$ cat config.mk
export PLATFORM = sky130hd
export DESIGN_NAME = mealy_table_fsm
export DESIGN_NICKNAME = d
export VERILOG_FILES = /design/src/rtl/mealy_table_fsm.sv
export SDC_FILE = /design/constraint.sdc
export NUM_CORES = 1
export LEC_CHECK = 0
export BUFFER_PORTS_ARGS = -buffer_cell sky130_fd_sc_hd__buf_2
export CAP_MARGIN = 20
export CORE_ASPECT_RATIO = 0.75
export CORE_UTILIZATION = 60
export CTS_BUF_LIST = sky130_fd_sc_hd__clkbuf_4
export CTS_CLUSTER_DIAMETER = 120
export CTS_CLUSTER_SIZE = 20
export DETAILED_ROUTE_END_ITERATION = 10
export GPL_ROUTABILITY_DRIVEN = 0
export PLACE_DENSITY = 0.78
export SLEW_MARGIN = 20
export SYNTH_ARGS = -nofsm -noshare
export SYNTH_HDL_FRONTEND = slang
export SYNTH_SLANG_ARGS = --single-unit
$ cat constraint.sdc
create_clock -name clk -period 2.7 [get_ports clk]
set_input_delay 0.405 -clock clk [delete_from_list [all_inputs] [get_ports clk]]
set_output_delay 0.405 -clock clk [all_outputs]
set_load 0.005 [all_outputs]
$ cat src/rtl/mealy_table_fsm.sv
// Table-driven Mealy state machine: transitions and outputs come from a reloadable
// table indexed by {state_index, in}; state port encoding and output timing are selectable.
module mealy_table_fsm #(
   parameter int unsigned ST_NUM  = 5,
   parameter int unsigned IN_W    = 2,
   parameter int unsigned OUT_W   = 2,
   parameter int unsigned ENC     = 2,
   parameter int unsigned REG_OUT = 0,
   localparam int unsigned SI_W   = $clog2(ST_NUM),
   localparam int unsigned ST_W   = (ENC == 0) ? SI_W : ST_NUM,
   localparam int unsigned AW     = SI_W + IN_W,
   localparam int unsigned DW     = SI_W + OUT_W
) (
   input  logic             clk,
   input  logic             rst_b,
   input  logic             en,
   input  logic [IN_W-1:0]  in,
   output logic [OUT_W-1:0] out,
   output logic [ST_W-1:0]  state,
   input  logic             cfg_we,
   input  logic [AW-1:0]    cfg_addr,
   input  logic [DW-1:0]    cfg_data,
   output logic             cfg_err,
   output logic             err
);

   localparam int unsigned TBL_N = ST_NUM << IN_W;

   logic [DW-1:0]    tbl [TBL_N];
   logic [SI_W-1:0]  idx;
   logic [SI_W-1:0]  nxt_idx;
   logic [DW-1:0]    rd;
   logic [SI_W-1:0]  ent_next;
   logic [OUT_W-1:0] ent_out;
   logic [OUT_W-1:0] out_c;
   logic             illegal_c;
   logic             addr_ok_c;

   // Lookup always reads the pre-edge table content, so a same-cycle rewrite is seen next cycle
   assign rd       = tbl[{idx, in}];
   assign ent_next = rd[DW-1:OUT_W];
   assign ent_out  = rd[OUT_W-1:0];
   assign addr_ok_c = ({1'b0, cfg_addr[AW-1:IN_W]} < (SI_W+1)'(ST_NUM));

   // Configuration table; cleared by reset and must be reloaded afterwards
   always_ff @(posedge clk or negedge rst_b) begin
      if (!rst_b) begin
         for (int unsigned i = 0; i < TBL_N; i++) begin
            tbl[AW'(i)] <= '0;
         end
      end else if (cfg_we && addr_ok_c) begin
         tbl[cfg_addr] <= cfg_data;
      end
   end

   always_ff @(posedge clk or negedge rst_b) begin
      if (!rst_b) begin
         cfg_err <= 1'b0;
      end else begin
         cfg_err <= cfg_we && !addr_ok_c;
      end
   end

   // State register and sticky illegal-transition flag
   always_ff @(posedge clk or negedge rst_b) begin
      if (!rst_b) begin
         idx <= '0;
         err <= 1'b0;
      end else begin
         idx <= nxt_idx;
         err <= err | illegal_c;
      end
   end

   // Next state: out-of-range next index falls back to S0
   always_comb begin
      nxt_idx   = idx;
      illegal_c = 1'b0;
      if (en) begin
         if ({1'b0, ent_next} < (SI_W+1)'(ST_NUM)) begin
            nxt_idx = ent_next;
         end else begin
            nxt_idx   = '0;
            illegal_c = 1'b1;
         end
      end
   end

   // Output: entry value while running, zero while halted
   always_comb begin
      out_c = '0;
      if (en) begin
         out_c = ent_out;
      end
   end

   generate
      if (REG_OUT != 0) begin : g_reg_out
         logic [OUT_W-1:0] out_q;
         always_ff @(posedge clk or negedge rst_b) begin
            if (!rst_b) begin
               out_q <= '0;
            end else begin
               out_q <= out_c;
            end
         end
         assign out = out_q;
      end else begin : g_comb_out
         assign out = out_c;
      end
   endgenerate

   // State port is a pure decode of the index, so it can never show an illegal code
   generate
      if (ENC == 0) begin : g_enc_bin
         assign state = idx;
      end else if (ENC == 1) begin : g_enc_hot
         assign state = ST_W'(1) << idx;
      end else begin : g_enc_cold
         assign state = ~(ST_W'(1) << idx);
      end
   endgenerate

endmodule

# Word-level counts from Yosys, hierarchy flattened
# Index checks and enable logic that the tools add are counted.
# op_classes
bitwise	4
mux	10
n_lt_le_gt_ge	5
n_reduce_logical	4
shifts	1
# ops
op	count
$bwmux W100	1
$bmux W5 S5	1
$demux W5 S5	1
$mux W5	3
$ge A6 B6 Y1 const B	2
$not A5 Y6	2
$lt A3 B3 Y1 const B	2
$lt A6 B1 Y1 const B	1
$not A5 Y5	1
$shl A1 B3 Y5 const A	1
$logic_and A1 B1 Y1	3
$mux W3	1
$mux W1	2
$mux W2	1
$logic_not A1 Y1	1
$or A1 B1 Y1	1
# totals
elab_cells	47
ff_bits	105
out_inout_bits	9

# Logic depth before layout (Yosys ltp)
# logic_depth
word_depth	8
mapped_depth	8
depth_no_buf	5

# Least setup slack after synthesis
# Ideal clock, no wire load.
# synth_path
kind	input to output
start	input port in[0]
end	output port out[1]
arrival_ps	2086
slack_ps	209
path_stages	6
path_buffers	2
t_required_ps	2295
path_cell_list	buf_6 clkbuf_1 mux4_2 mux4_2 a22oi_1 nor2_1
# synth_between
elab_chain_cells	5
# synth_rtl
element	line_no	source
start, declared	17	input logic [IN_W-1:0] in,
$not A5 Y6 (not written as such)	40	assign rd = tbl[{idx, in}];
$bmux W5 S5	40	
$mux W5 (not written as such) (2 in series)	40	
$mux W2	92	if (en) begin
end, declared	18	output logic [OUT_W-1:0] out,
# No other way between the ends. The select of a mux whose other input is x is not followed.

# Worst setup path in the final report
# layout_path
start	register tbl[80] in the netlist's numbering
end	output port out[0]
# layout_between
elab_chain_cells	4
# layout_rtl
element	line_no	source
start, declared	29	logic [DW-1:0] tbl [TBL_N];
start signal, assigned by index	52	tbl[cfg_addr] <= cfg_data;
$bmux W5 S5	40	
$mux W5 (not written as such) (2 in series)	40	
$mux W2	92	
# No other way between the ends. The select of a mux whose other input is x is not followed.

==> impl_metrics.env <==
export IMPL_cts_buffers=9
export IMPL_fin_crit_sh_pct=97.1
export IMPL_arrival_ns=2.22
export IMPL_track_usage_pct=29.5
export IMPL_die_height_um=80.6
export IMPL_ant_nets=0
export IMPL_drt_iter0_markers=244
export IMPL_hold_depth=2
export IMPL_ys_types=39
export IMPL_antenna_diode_count=0
export IMPL_p_total_mw=3.95
export IMPL_avgSynthCellArea_sq_um=14.6
export IMPL_drive_above_1_share_pct=49.1
export IMPL_setup_violations=0
export IMPL_worst_slew_pin_slew_ns=0.700
export IMPL_clk_transition_reported_paths_ns=0.17
export IMPL_clockRootBuffer="clkbuf_4"
export IMPL_cts_htree_levels=3
export IMPL_tritoncts="yes"
export IMPL_remaining_drc_errors=0
export IMPL_dr_pass1_iters=5
export IMPL_rows=28
export IMPL_syn2layout_area_growth_pct=8.63
export IMPL_worstSetupStartpointType="flip-flop"
export IMPL_syn_area_sq_um=4940
export IMPL_hold_path_startpoint="cfg_addr[4]"
export IMPL_fin_skew_ns=0.0212
export IMPL_required_ns=2.30
export IMPL_hold_class="in2reg"
export IMPL_hpwl_um=7610
export IMPL_grt_pass1_wl_um=17900
export IMPL_status="finished, final reports clean"
export IMPL_io_pins=25
export IMPL_ir_worst_vdd_v=0.000441
export IMPL_max_freq_mhz=381
export IMPL_ff2ff_path_depth=4
export IMPL_whs_endpoint="cfg_err$_DFF_PN0_"
export IMPL_synth_net_count=355
export IMPL_fin_crit_ns=2.62
export IMPL_drv_slew=0
export IMPL_synth_top_area_share_pct=53.1
export IMPL_synth_seq_area_share_pct=53.1
export IMPL_vias=3113
export IMPL_cts_sinks=105
export IMPL_final_util_pct=67.5
export IMPL_setup_worst_path_end_class="primary output"
export IMPL_initial_core_util_pct=62.2
export IMPL_rsz0062_at_grt="true"
export IMPL_yosys_most_used_dff="dfrtp_1"
export IMPL_rrSetupSlack_ns=0.56
export IMPL_grt_max_degree=55
export IMPL_clk_latency_ns=0.49
export IMPL_dieWidth_um=107
export IMPL_dieArea_sq_um=8610
export IMPL_yosys_top_cells_area="dfrtp_1, mux2_2, mux4_2"
export IMPL_synth_seq_cells=105
export IMPL_p_leak_nw=2.45
export IMPL_timing_rr_end="idx[2]$_DFFE_PN0P_"
export IMPL_ys_async_sr_fraction_pct=100
export IMPL_grt_pass1_vias=3124
export IMPL_wl_per_cell_um=23.4
export IMPL_ys_warnings_count=0
export IMPL_postCtsSetupRepairBufs=0
export IMPL_r2r_start="idx[1]$_DFFE_PN0P_"
export IMPL_synth_top_area_cell="dfrtp_1"
export IMPL_syn_inst=339
export IMPL_antenna_found_initial=0
export IMPL_crit_type="reg2out"
export IMPL_max_cap_violations=0
export IMPL_powerDensity_nw_per_um2=735
export IMPL_grt_ovfl_total=0
export IMPL_synth_edf_count=0
export IMPL_relSlewSlack_pct=53.3
export IMPL_clockBufferDepth=2
export IMPL_portBuffers=24
export IMPL_viasPerCell=6.57
export IMPL_coreArea_sq_um=7950
export IMPL_path_max_fanout=2
export IMPL_hold_viol_final=0
export IMPL_final_net_count=380
export IMPL_routed_wl_um=11100
[layer usage]
| layer | vias up | track usage, % | part of all wire (%) |
|---|---|---|---|
| met1 | 1649 | 42.2 | 45 |
| met4 | 0 | 10.3 | 2.0 |
| li1 | 1305 | - | - |
| met3 | 22 | 8.20 | 8.1 |
| met2 | 137 | 43.4 | 45 |
| met5 | - | 0 | 0 |
[sequential cells by signal, summed over array words and instances, names as in the netlist]
register	cells
err	1
tbl	100
idx	3
cfg_err	1
[layout by cell type (no fill, tap or decap), types with 9 or more instances in the layout]
cell | netlist | final
buf_2 | 3 | 23
buf_4 | 0 | 10
clkbuf_4 | 0 | 9
dfrtp_1 | 105 | 105
mux2_2 | 103 | 103
mux2i_1 | 9 | 9
mux4_2 | 21 | 21
nand2_1 | 23 | 23
nor2_1 | 10 | 9
[kinds of logic (layout without fill, tap and decap cells)]
kind of cell / after synthesis / in the layout / synth area share (%)
muxes: 135 / 135 / 35.9
DFF: 105 / 105 / 53.1
and+or+nand+nor: 61 / 61 / 6.45
buffers and inverters: 25 / 55 / 2.28
AOI/OAI and AO/OA: 13 / 13 / 2.23
[synth_stat cells (2+ instances only)]
cell type	number
a21oi_1	2
and3_1	4
buf_2	3
buf_6	2
clkbuf_1	16
dfrtp_1	105
inv_1	3
mux2_2	103
mux2i_1	9
mux4_1	2
mux4_2	21
nand2_1	23
nand2b_1	2
nand3_1	3
nor2_1	10
nor2b_1	4
nor3_1	2
nor3b_1	2
nor4bb_1	2
o31ai_1	2
[final cells by class]
class	count	area [sq um]
Fill cell	565	2580
Multi-Input combinational cell	209	2220
Inverter	3	11.3
Clock buffer	9	67.6
Clock inverter	7	76.3
Sequential cell	105	2630
Timing Repair Buffer	36	240
Tap cell	105	131
[what timing repair did]
action                                  CTS  global route
pin swaps                                 0             1
hold buffers                              1             0
resized for setup                         1             2
endpoints found under the setup margin    2             1
endpoints found under the hold margin    53             0
[worst max-delay path, stage by stage, from the launching register on]
cell and delay, ns:
dfrtp_1 0.41, mux4_2 0.51, mux4_2 0.47, nand2_1 0.09, a21oi_1 0.11, buf_2 0.14
[stage by stage]
step | cell area (sq um) | hold WS [ns] | worst slack, ns | instances | setup TNS, ns
CTS | 5360 | 0.170 | 0.0452 | 474 | 0
global route | 5370 | 0.167 | -0.0184 | 474 | -0.0316
finish | 5370 | 0.182 | 0.0788 | 474 | 0
floorplan | 4940 | 0.109 | 0.209 | 339 | 0
global placement | 5200 | 0.482 | 0.142 | 457 | 0
detailed placement | 5200 | 0.489 | 0.0534 | 457 | 0
[worst max-delay path by stage]
stage / slack [ns] / to / cells after the start / from
floorplan: 0.21 / out[1] / 6 / in[0]
global placement: 0.14 / idx[2]$_DFFE_PN0P_ / 7 / in[1]
detailed placement: 0.05 / idx[2]$_DFFE_PN0P_ / 7 / in[1]
CTS: 0.05 / out[1] / 5 / tbl[21]$_DFFE_PN0P_
global route: -0.02 / out[1] / 5 / tbl[21]$_DFFE_PN0P_
finish: 0.08 / out[0] / 5 / tbl[80]$_DFFE_PN0P_
[power breakdown]
part,switching [mW],internal [mW]
clock network,0.548,0.291
registers,0.225,1.88
logic,0.437,0.561
total,1.21,2.74
No activity file was read; power rests on OpenSTA's default activity.
